--- src/rtl/mem_ctrl.sv ---
// mem_ctrl: byte-serial controller sharing one byte-wide RAM port between fetch and load/store.
// Optional MEM_CTRL_RR_ARB_EN: round-robin arbitration on simultaneous requests (default: MEM wins).
module mem_ctrl #(
    parameter int unsigned ADDR_W = 32
) (
    input  logic              clk,
    input  logic              rst,
    input  logic              if_req,
    input  logic [ADDR_W-1:0] if_addr,
    output logic              if_done,
    output logic [31:0]       if_data,
    input  logic              mem_req,
    input  logic              mem_we,
    input  logic [ADDR_W-1:0] mem_addr,
    input  logic [1:0]        mem_len,
    input  logic [31:0]       mem_wdata,
    output logic              mem_done,
    output logic [31:0]       mem_rdata,
    output logic [ADDR_W-1:0] ram_a,
    output logic [7:0]        ram_dout,
    input  logic [7:0]        ram_din,
    output logic              ram_wr,
    output logic              busy
);
    typedef enum logic [1:0] {S_IDLE, S_RD, S_WR, S_DONE} state_t;

    state_t            r_state;
    logic              r_own_mem;
    logic [ADDR_W-1:0] r_addr;
    logic [2:0]        r_len;
    logic [2:0]        r_cnt;
    logic [31:0]       r_wdata;
    logic [31:0]       r_rdata;
    logic              r_if_done;
    logic [31:0]       r_if_data;
    logic              r_mem_done;
    logic [31:0]       r_mem_rdata;
    logic [ADDR_W-1:0] r_ram_a;
    logic [7:0]        r_ram_dout;
    logic              r_ram_wr;
    logic              r_busy;
`ifdef MEM_CTRL_RR_ARB_EN
    logic              r_last_mem;
`endif

    logic              w_any_req;
    logic              w_pick_mem;
    logic [ADDR_W-1:0] w_grant_addr;
    logic [2:0]        w_grant_len;
    logic [2:0]        w_cnt_inc;
    logic              w_last_step;
    logic [ADDR_W-1:0] w_addr_nxt;
    logic [1:0]        w_wr_idx;
    logic [7:0]        w_wbyte_nxt;
    logic [1:0]        w_cap_idx;
    logic [31:0]       w_rdata_cap;

    // Grant selection and per-byte datapath helpers
    always_comb begin
        w_any_req = if_req | mem_req;
`ifdef MEM_CTRL_RR_ARB_EN
        w_pick_mem = mem_req & (~if_req | ~r_last_mem);
`else
        w_pick_mem = mem_req;
`endif
        w_grant_addr = w_pick_mem ? mem_addr : if_addr;
        if (!w_pick_mem || mem_len[1]) begin
            w_grant_len = 3'd4;
        end else begin
            w_grant_len = mem_len[0] ? 3'd2 : 3'd1;
        end
        w_cnt_inc   = r_cnt + 3'd1;
        w_last_step = (w_cnt_inc >= r_len);
        w_addr_nxt  = r_addr + ADDR_W'(w_cnt_inc);
        w_wr_idx    = w_cnt_inc[1:0];
        w_wbyte_nxt = r_wdata[{w_wr_idx, 3'b000} +: 8];
        // RAM data lags the address by one cycle, so cycle k holds byte k-1
        w_cap_idx   = 2'(r_cnt - 3'd1);
        w_rdata_cap = r_rdata;
        w_rdata_cap[{w_cap_idx, 3'b000} +: 8] = ram_din;
    end

    always_ff @(posedge clk) begin
        if (!rst) begin
            r_state     <= S_IDLE;
            r_own_mem   <= 1'b0;
            r_addr      <= '0;
            r_len       <= '0;
            r_cnt       <= '0;
            r_wdata     <= '0;
            r_rdata     <= '0;
            r_if_done   <= 1'b0;
            r_if_data   <= '0;
            r_mem_done  <= 1'b0;
            r_mem_rdata <= '0;
            r_ram_a     <= '0;
            r_ram_dout  <= '0;
            r_ram_wr    <= 1'b0;
            r_busy      <= 1'b0;
`ifdef MEM_CTRL_RR_ARB_EN
            r_last_mem  <= 1'b0;
`endif
        end else begin
            r_if_done  <= 1'b0;
            r_mem_done <= 1'b0;
            case (r_state)
                S_IDLE: begin
                    if (w_any_req) begin
                        r_own_mem <= w_pick_mem;
                        r_addr    <= w_grant_addr;
                        r_len     <= w_grant_len;
                        r_wdata   <= mem_wdata;
                        r_rdata   <= '0;
                        r_cnt     <= '0;
                        r_busy    <= 1'b1;
                        r_ram_a   <= w_grant_addr;
                        if (w_pick_mem && mem_we) begin
                            r_state    <= S_WR;
                            r_ram_wr   <= 1'b1;
                            r_ram_dout <= mem_wdata[7:0];
                        end else begin
                            r_state <= S_RD;
                        end
                    end
                end
                S_RD: begin
                    r_cnt   <= w_cnt_inc;
                    r_ram_a <= w_last_step ? '0 : w_addr_nxt;
                    if (r_cnt != 3'd0) begin
                        r_rdata <= w_rdata_cap;
                    end
                    if (r_cnt == r_len) begin
                        r_state <= S_DONE;
                        if (r_own_mem) begin
                            r_mem_done  <= 1'b1;
                            r_mem_rdata <= w_rdata_cap;
                        end else begin
                            r_if_done <= 1'b1;
                            r_if_data <= w_rdata_cap;
                        end
`ifdef MEM_CTRL_RR_ARB_EN
                        r_last_mem <= r_own_mem;
`endif
                    end
                end
                S_WR: begin
                    r_cnt <= w_cnt_inc;
                    if (w_last_step) begin
                        r_state    <= S_DONE;
                        r_ram_a    <= '0;
                        r_ram_dout <= '0;
                        r_ram_wr   <= 1'b0;
                        r_mem_done <= 1'b1;
`ifdef MEM_CTRL_RR_ARB_EN
                        r_last_mem <= 1'b1;
`endif
                    end else begin
                        r_ram_a    <= w_addr_nxt;
                        r_ram_dout <= w_wbyte_nxt;
                    end
                end
                S_DONE: begin
                    r_state <= S_IDLE;
                    r_busy  <= 1'b0;
                end
                default: r_state <= S_IDLE;
            endcase
        end
    end

    assign if_done   = r_if_done;
    assign if_data   = r_if_data;
    assign mem_done  = r_mem_done;
    assign mem_rdata = r_mem_rdata;
    assign ram_a     = r_ram_a;
    assign ram_dout  = r_ram_dout;
    assign ram_wr    = r_ram_wr;
    assign busy      = r_busy;
endmodule

--- config.mk ---
export PLATFORM = sky130hd
export DESIGN_NAME = mem_ctrl
export DESIGN_NICKNAME = d
export VERILOG_FILES = /design/src/rtl/mem_ctrl.sv
export SDC_FILE = /design/constraint.sdc
export NUM_CORES = 1
export LEC_CHECK = 0
export CAP_MARGIN = 20
export CORE_MARGIN = 3
export CORE_UTILIZATION = 55
export DETAILED_ROUTE_END_ITERATION = 16
export HOLD_SLACK_MARGIN = 0.05
export PLACE_DENSITY_LB_ADDON = 0.3
export REMOVE_ABC_BUFFERS = 1
export SKIP_CTS_REPAIR_TIMING = 1
export SYNTH_ARGS = -nofsm -noshare
export SYNTH_HDL_FRONTEND = slang
export SYNTH_SLANG_ARGS = --single-unit
--- constraint.sdc ---
create_clock -name clk -period 7.5 [get_ports clk]
set_input_delay 0.75 -clock clk [delete_from_list [all_inputs] [get_ports clk]]
set_output_delay 0.75 -clock clk [all_outputs]
set_load 0.05 [all_outputs]
==> results of run 1 <==
[final cells by class]
type	count	area [µm²]
Multi-Input combinational cell	850	5070
Sequential cell	213	4260
Fill cell	1271	4220
Timing Repair Buffer	228	2250
Clock buffer	31	666
Tap cell	220	275
Clock inverter	8	118
Inverter	18	70.1
[tightest hold or removal path, stage by stage, from the launching register on]
cell	delay [ns]
dfxtp_1	0.31
nand2_1	0.05
a21oi_1	0.05
[per-stage QoR]
step	hold slack (ns)	std cells
3_5_place_dp	0.445	1528
5_1_grt	0.472	1568
4_1_cts	0.454	1567
3_3_place_gp	0.440	1528
2_1_floorplan	0.433	1081
6_report	0.451	1568
[layout by cell type (no fill, tap or decap), types with 8 or more instances in the layout]
cell type        instances
o21ai_0                 54
inv_1                   16
nor3_1                  42
buf_4                   10
nand2_1                110
nand3_1                 12
a31oi_1                 10
nand4_1                 10
ha_1                    16
nor2b_1                 34
clkbuf_16               23
a21oi_1                145
clkdlybuf4s50_1        217
mux2i_1                 27
mux4_2                   8
a211oi_1                96
nor2_1                 168
dfxtp_1                213
xor2_1                  13
[cell usage after synthesis, types with 13 or more instances]
master / n
clkbuf_1: 67
dfxtp_1: 213
inv_1: 17
a21oi_1: 145
nor2b_1: 34
buf_1: 16
xor2_1: 13
nor3_1: 42
mux2i_1: 27
nand2_1: 110
a211oi_1: 96
ha_1: 16
o21ai_0: 54
nor2_1: 168
[registers in the layout, summed over array words and instances, names as in the netlist]
name and cells:
if_done 1, mem_rdata 32, r_addr 32, r_rdata 32, busy 1, ram_a 32, mem_done 1, r_own_mem 1
r_cnt 3, if_data 32, ram_dout 8, ram_wr 1, r_len 3, r_wdata 32, r_state 2
[metal layers]
layer / wire [µm] / share of wire (%)
met5: 0 / 0
met4: 520 / 1.9
met3: 2070 / 7.6
met2: 12800 / 47
met1: 12000 / 44
[worst paths after layout]
check	start	to	slack, ns	depth (start not counted)
setup / recovery	r_cnt[0]	ram_a[20]	3.18	8
hold / removal	r_wdata[7]	r_wdata[7]	0.45	2
setup reg to reg	r_cnt[0]	ram_a[20]	3.18	8
hold reg to reg	r_wdata[7]	r_wdata[7]	0.45	2
[power groups by stage]
stage / Clock, mW / Combinational (mW) / Sequential [mW]
after floorplan: 0 / 1.01 / 2.18
after global placement: 0 / 2.24 / 1.65
after detailed placement: 0 / 2.28 / 1.66
after CTS: 1.17 / 2.30 / 1.64
after global routing: 1.22 / 2.48 / 1.69
final: 1.17 / 2.31 / 1.65
[logic make-up after synthesis]
| family | share of synthesized area [%] |
|---|---|
| buffers and inverters | 4.42 |
| adder cells (fa/ha/maj) | 2.27 |
| multiplexers | 4.87 |
| AND/OR/NAND/NOR | 20.0 |
| XOR/XNOR | 1.80 |
| AO/OA/AOI/OAI | 22.7 |
| flip-flops | 43.9 |
==> results.py, run 1 <==
metrics = {
    "sta": {
        "setup_tns_ns": 0,
        "fmax_ghz": 0.232,
        "hold_violations": 0,
        "rsz0062_at_grt": "false",
        "setup_viol": 0,
        "min_period_over_period_pct": 57.6,
        "period_minus_slack_ns": 4.32,
        "finClkSkew_ns": 0.0127,
        "worst_slack_ns": 3.18,
        "maxSlewHeadroom_pct": 20.6,
        "tightest_slew_ns": 1.17,
        "slew_violations": 0,
    },
    "critical_path": {
        "path_buf_inv": 1,
        "slowest_delay_ns": 0.89,
        "path_class": "reg -> reg",
        "crit_path_end_kind": "register",
        "cp_max_fo": 19,
        "crit_required_ns": 7.92,
        "critPathTopFamily": "simple AND/OR/NAND/NOR gates",
        "critPathSlowestCell": "ha_1",
        "crit_arrival_ns": 4.74,
        "cp_cell_sequence": "inv_1 > ha_1 > fa_1 > a21o_1 > nand4_1 > or2_2 > or4_1 > a31oi_1",
        "startpoint_type": "register",
    },
    "routing": {
        "firstDrtPassIters": 7,
        "ant_nets": 0,
        "vias": 9407,
        "drt-total-wl_um": 27400,
        "viasPerCell": 6.00,
        "avgRoutedWirePerCell_um": 17.5,
        "drc": 0,
        "initialDrtViolationCount": 685,
    },
    "synthesis": {
        "synth.distinct_cells": 61,
        "synth_area_per_cell_um2": 8.27,
        "synth_top_area_cell": "dfxtp_1",
        "synth_ff_type": "dfxtp_1",
        "synthArstFlopShare_pct": 0,
        "yosysSeqAreaShare_pct": 43.9,
        "synth.area.top_cells": "dfxtp_1 (44%), a21oi_1 (7.5%), a211oi_1 (7.4%)",
        "syn_area_mm2": 0.00971,
        "synth.top_cell.area_share_pct": 43.9,
        "ys_ff_latch": 213,
        "synthCells": 1174,
        "synth-edff-count": 0,
        "ys_warn_count": 0,
    },
    "die": {
        "coreArea_mm2": 0.0169,
        "start_util_pct": 57.3,
        "die_x_um": 139,
        "dieArea_mm2": 0.0193,
        "num_io_pins": 219,
        "fp-row-count": 47,
        "die_h_um": 139,
    },
    "power_and_ir_drop": {
        "powerDensity_mw_per_mm2": 403,
        "peakVddDrop_mv": 0.258,
        "power.internal_mw": 2.91,
        "p_leak_nw": 4.58,
        "swShare_pct": 43.3,
        "sequentialPowerShare_pct": 32.2,
        "p_comb_share_pct": 45.0,
        "pwr-share-clk_pct": 22.8,
        "power_switching_mw": 2.22,
        "power_mw": 5.13,
    },
    "global_route": {
        "met1_usage_pct": 37.5,
        "grt_pass1_vias": 8885,
        "grt_max_degree": 98,
        "grtUsageMet3_pct": 4.72,
        "grt.met2_usage_pct": 43.9,
        "gr-total-overflow": 0,
        "grt_pass1_wl_um": 44300,
        "grtUsageTotal_pct": 26.9,
        "antenna_found_initial": 0,
        "grt_busiest_layer": "met2",
    },
    "placed_design": {
        "dpl_cell_area_mm2": 0.0119,
        "port_buffers": 218,
        "dp_hpwl_um": 17800,
        "gp_congestion": 0.869,
        "pre_cts_ws_ns": 3.21,
    },
    "finish": {
        "area_delta_synth_final_pct": 30.9,
        "final_area_mm2": 0.0127,
        "final_util_pct": 75.1,
        "diodes": 0,
        "drive_gt1_share_pct": 6.38,
        "nets": 1461,
    },
    "flow_run": {
        "drv_cap": 0,
    },
    "cts": {
        "cts_root_buf": "clkbuf_16",
        "htree_levels": 1,
        "cts_made_buffers": 22,
        "clkSlewWorstSetupHoldPaths_ns": 0.07,
        "insertion_delay_ns": 0.50,
        "cts_max_path_buffers": 3,
        "cts_tree": "built",
        "clock-sinks": 213,
    },
    "min_path": {
        "hold_path_class": "reg -> reg",
    },
    "status": {
        "status": "finished clean",
    },
}
Power figures use the tool's default switching activity.
==> inputs of run 2 (changes only) <==
Settings changed: CORE_UTILIZATION 55 to 46.
Clock period 7.5 ns to 3.7 ns, I/O delays scaled along.
==> run 2 against run 1 <==
Register-to-register slack worse by 2.5 ns; first-iteration DRC count increased by 2.9%; worst hold slack worse by 0.032 ns; sequential share of layout area fell by 0.49 points; sequential cell count is the same; non-clock buffer count grew 13; utilization decreased by 12 points; critical path type unchanged.
==> results.py, run 2 (synthesis results as in run 1) <==
metrics = {
    "status": {
        "status": "finished clean",
    },
    "sta": {
        "hold_violations": 0,
        "slew_violations": 0,
        "setup_viol": 0,
        "fmax_ghz": 0.326,
        "maxSlewHeadroom_pct": 28.1,
        "min_period_over_period_pct": 82.9,
        "tightest_slew_ns": 1.07,
        "period_minus_slack_ns": 3.07,
        "rsz0062_at_grt": "false",
        "worst_slack_ns": 0.633,
        "whs_ns": 0.418,
        "finClkSkew_ns": 0.0105,
    },
    "finish": {
        "drive_gt1_share_pct": 7.56,
        "layout.cells.non_filler": 1633,
        "mostFrequentLayoutCells": "clkdlybuf4s50_1 (216), dfxtp_1 (213), nor2_1 (168)",
        "area_delta_synth_final_pct": 32.9,
        "final_common_cell": "clkdlybuf4s50_1",
        "final_util_pct": 63.0,
        "nets": 1475,
        "diodes": 0,
    },
    "cts": {
        "cts_max_path_buffers": 3,
        "htree_levels": 1,
        "clkSlewWorstSetupHoldPaths_ns": 0.06,
        "cts_root_buf": "clkbuf_16",
        "cts_tree": "built",
        "insertion_delay_ns": 0.50,
        "cts_made_buffers": 23,
        "clock-sinks": 213,
    },
    "critical_path": {
        "path_class": "reg -> reg",
        "cp_cell_sequence": "inv_1 > ha_1 > buf_4 > ha_1 > nand2_1 > o211a_1 > o2111ai_1 > mux2_2 > nand2_1",
        "crit_required_ns": 4.14,
        "critPathSlowestCell": "o211a_1",
        "cp_max_fo": 22,
        "crit_arrival_ns": 3.51,
        "startpoint_type": "register",
        "crit_path_end_kind": "register",
        "slowest_delay_ns": 0.71,
    },
    "power_and_ir_drop": {
        "power_switching_mw": 4.59,
        "peakVddDrop_mv": 0.485,
        "p_comb_share_pct": 45.5,
        "p_leak_nw": 4.66,
        "sequentialPowerShare_pct": 31.6,
        "pwr-share-clk_pct": 22.9,
        "powerDensity_mw_per_mm2": 820,
        "power.internal_mw": 6.00,
        "swShare_pct": 43.3,
    },
    "placed_design": {
        "pre_cts_ws_ns": 0.671,
        "dp_cells": 1590,
        "gp_congestion": 0.863,
        "dp_hpwl_um": 18800,
        "port_buffers": 218,
    },
    "global_route": {
        "grt_pass1_vias": 8699,
        "gr-total-overflow": 0,
        "grt_pass1_wl_um": 44500,
        "grt_max_degree": 133,
        "antenna_found_initial": 0,
        "grtUsageTotal_pct": 23.7,
    },
    "die": {
        "num_io_pins": 219,
        "coreArea_mm2": 0.0205,
        "dieArea_mm2": 0.0229,
        "fp-row-count": 52,
        "start_util_pct": 47.4,
        "die_x_um": 151,
        "die_h_um": 151,
    },
    "routing": {
        "ant_nets": 0,
        "viasPerCell": 5.64,
        "vias": 9206,
        "avgRoutedWirePerCell_um": 17.2,
        "initialDrtViolationCount": 705,
        "firstDrtPassIters": 5,
        "drt-total-wl_um": 28000,
        "drc": 0,
    },
    "min_path": {
        "hold_path_class": "in -> reg",
    },
    "flow_run": {
        "drv_cap": 0,
    },
}
-- run 2: cell types whose count changed in the layout (fill, tap and decap cells not counted) --
cell             delta
buf_4              +12
clkinv_2            +4
clkbuf_8            -3
buf_16              +1
buf_2               +1
bufinv_16           +1
clkbuf_1            -1
clkdlybuf4s50_1     -1
clkinvlp_4          +1
inv_4               -1
inv_6               +1
-- run 2: power groups by stage --
stage                     Sequential (mW)  Clock (mW)  Combinational (mW)
after floorplan                      4.42           0                2.04
after global placement               3.37           0                4.64
after detailed placement             3.38           0                4.71
after CTS                            3.34        2.45                4.74
after global routing                 3.41        2.55                5.21
final                                3.35        2.42                4.81
-- run 2: routing by layer --
metal / wire (µm) / track usage [%] / vias to the layer above
li1: - / - / 4537
met1: 12500 / 32.8 / 4285
met2: 12700 / 38.1 / 336
met3: 1980 / 4.16 / 48
met4: 784 / 6.84 / 0
met5: 0 / 0 / -
-- run 2: final timing paths --
kind | startpoint | endpoint | slack, ns | cells past startpoint
worst max-delay path | r_cnt[0] | ram_a[26] | 0.63 | 9
worst min-delay path | mem_wdata[24] | r_wdata[24] | 0.42 | 3
worst max register to register | r_cnt[0] | ram_a[26] | 0.63 | 9
worst min register to register | r_wdata[28] | r_wdata[28] | 0.46 | 2
-- run 2: layout make-up --
| cell class | count | area (µm²) |
|---|---|---|
| Clock buffer | 27 | 621 |
| Clock inverter | 14 | 175 |
| Sequential cell | 213 | 4260 |
| Tap cell | 270 | 338 |
| Inverter | 18 | 72.6 |
| Multi-Input combinational cell | 850 | 5070 |
| Timing Repair Buffer | 241 | 2360 |
| Fill cell | 1802 | 7590 |
-- run 2: critical path, delay by kind of cell, from the launching register on --
family	cells	cell delay [ns]
AO/OA/AOI/OAI	2	0.92
adder cells (fa/ha/maj)	2	0.66
flip-flops	1	0.52
buffers and inverters	2	0.46
multiplexers	1	0.30
AND/OR/NAND/NOR	2	0.14
-- run 2: through the flow --
| step | power, mW | TNS, ns | instance area [µm²] |
|---|---|---|---|
| floorplan | 6.45 | -97.35 | 9350 |
| global placement | 8.01 | 0 | 12100 |
| detailed placement | 8.09 | 0 | 12100 |
| CTS | 10.5 | 0 | 12900 |
| global route | 11.2 | 0 | 12900 |
| finish | 10.6 | 0 | 12900 |
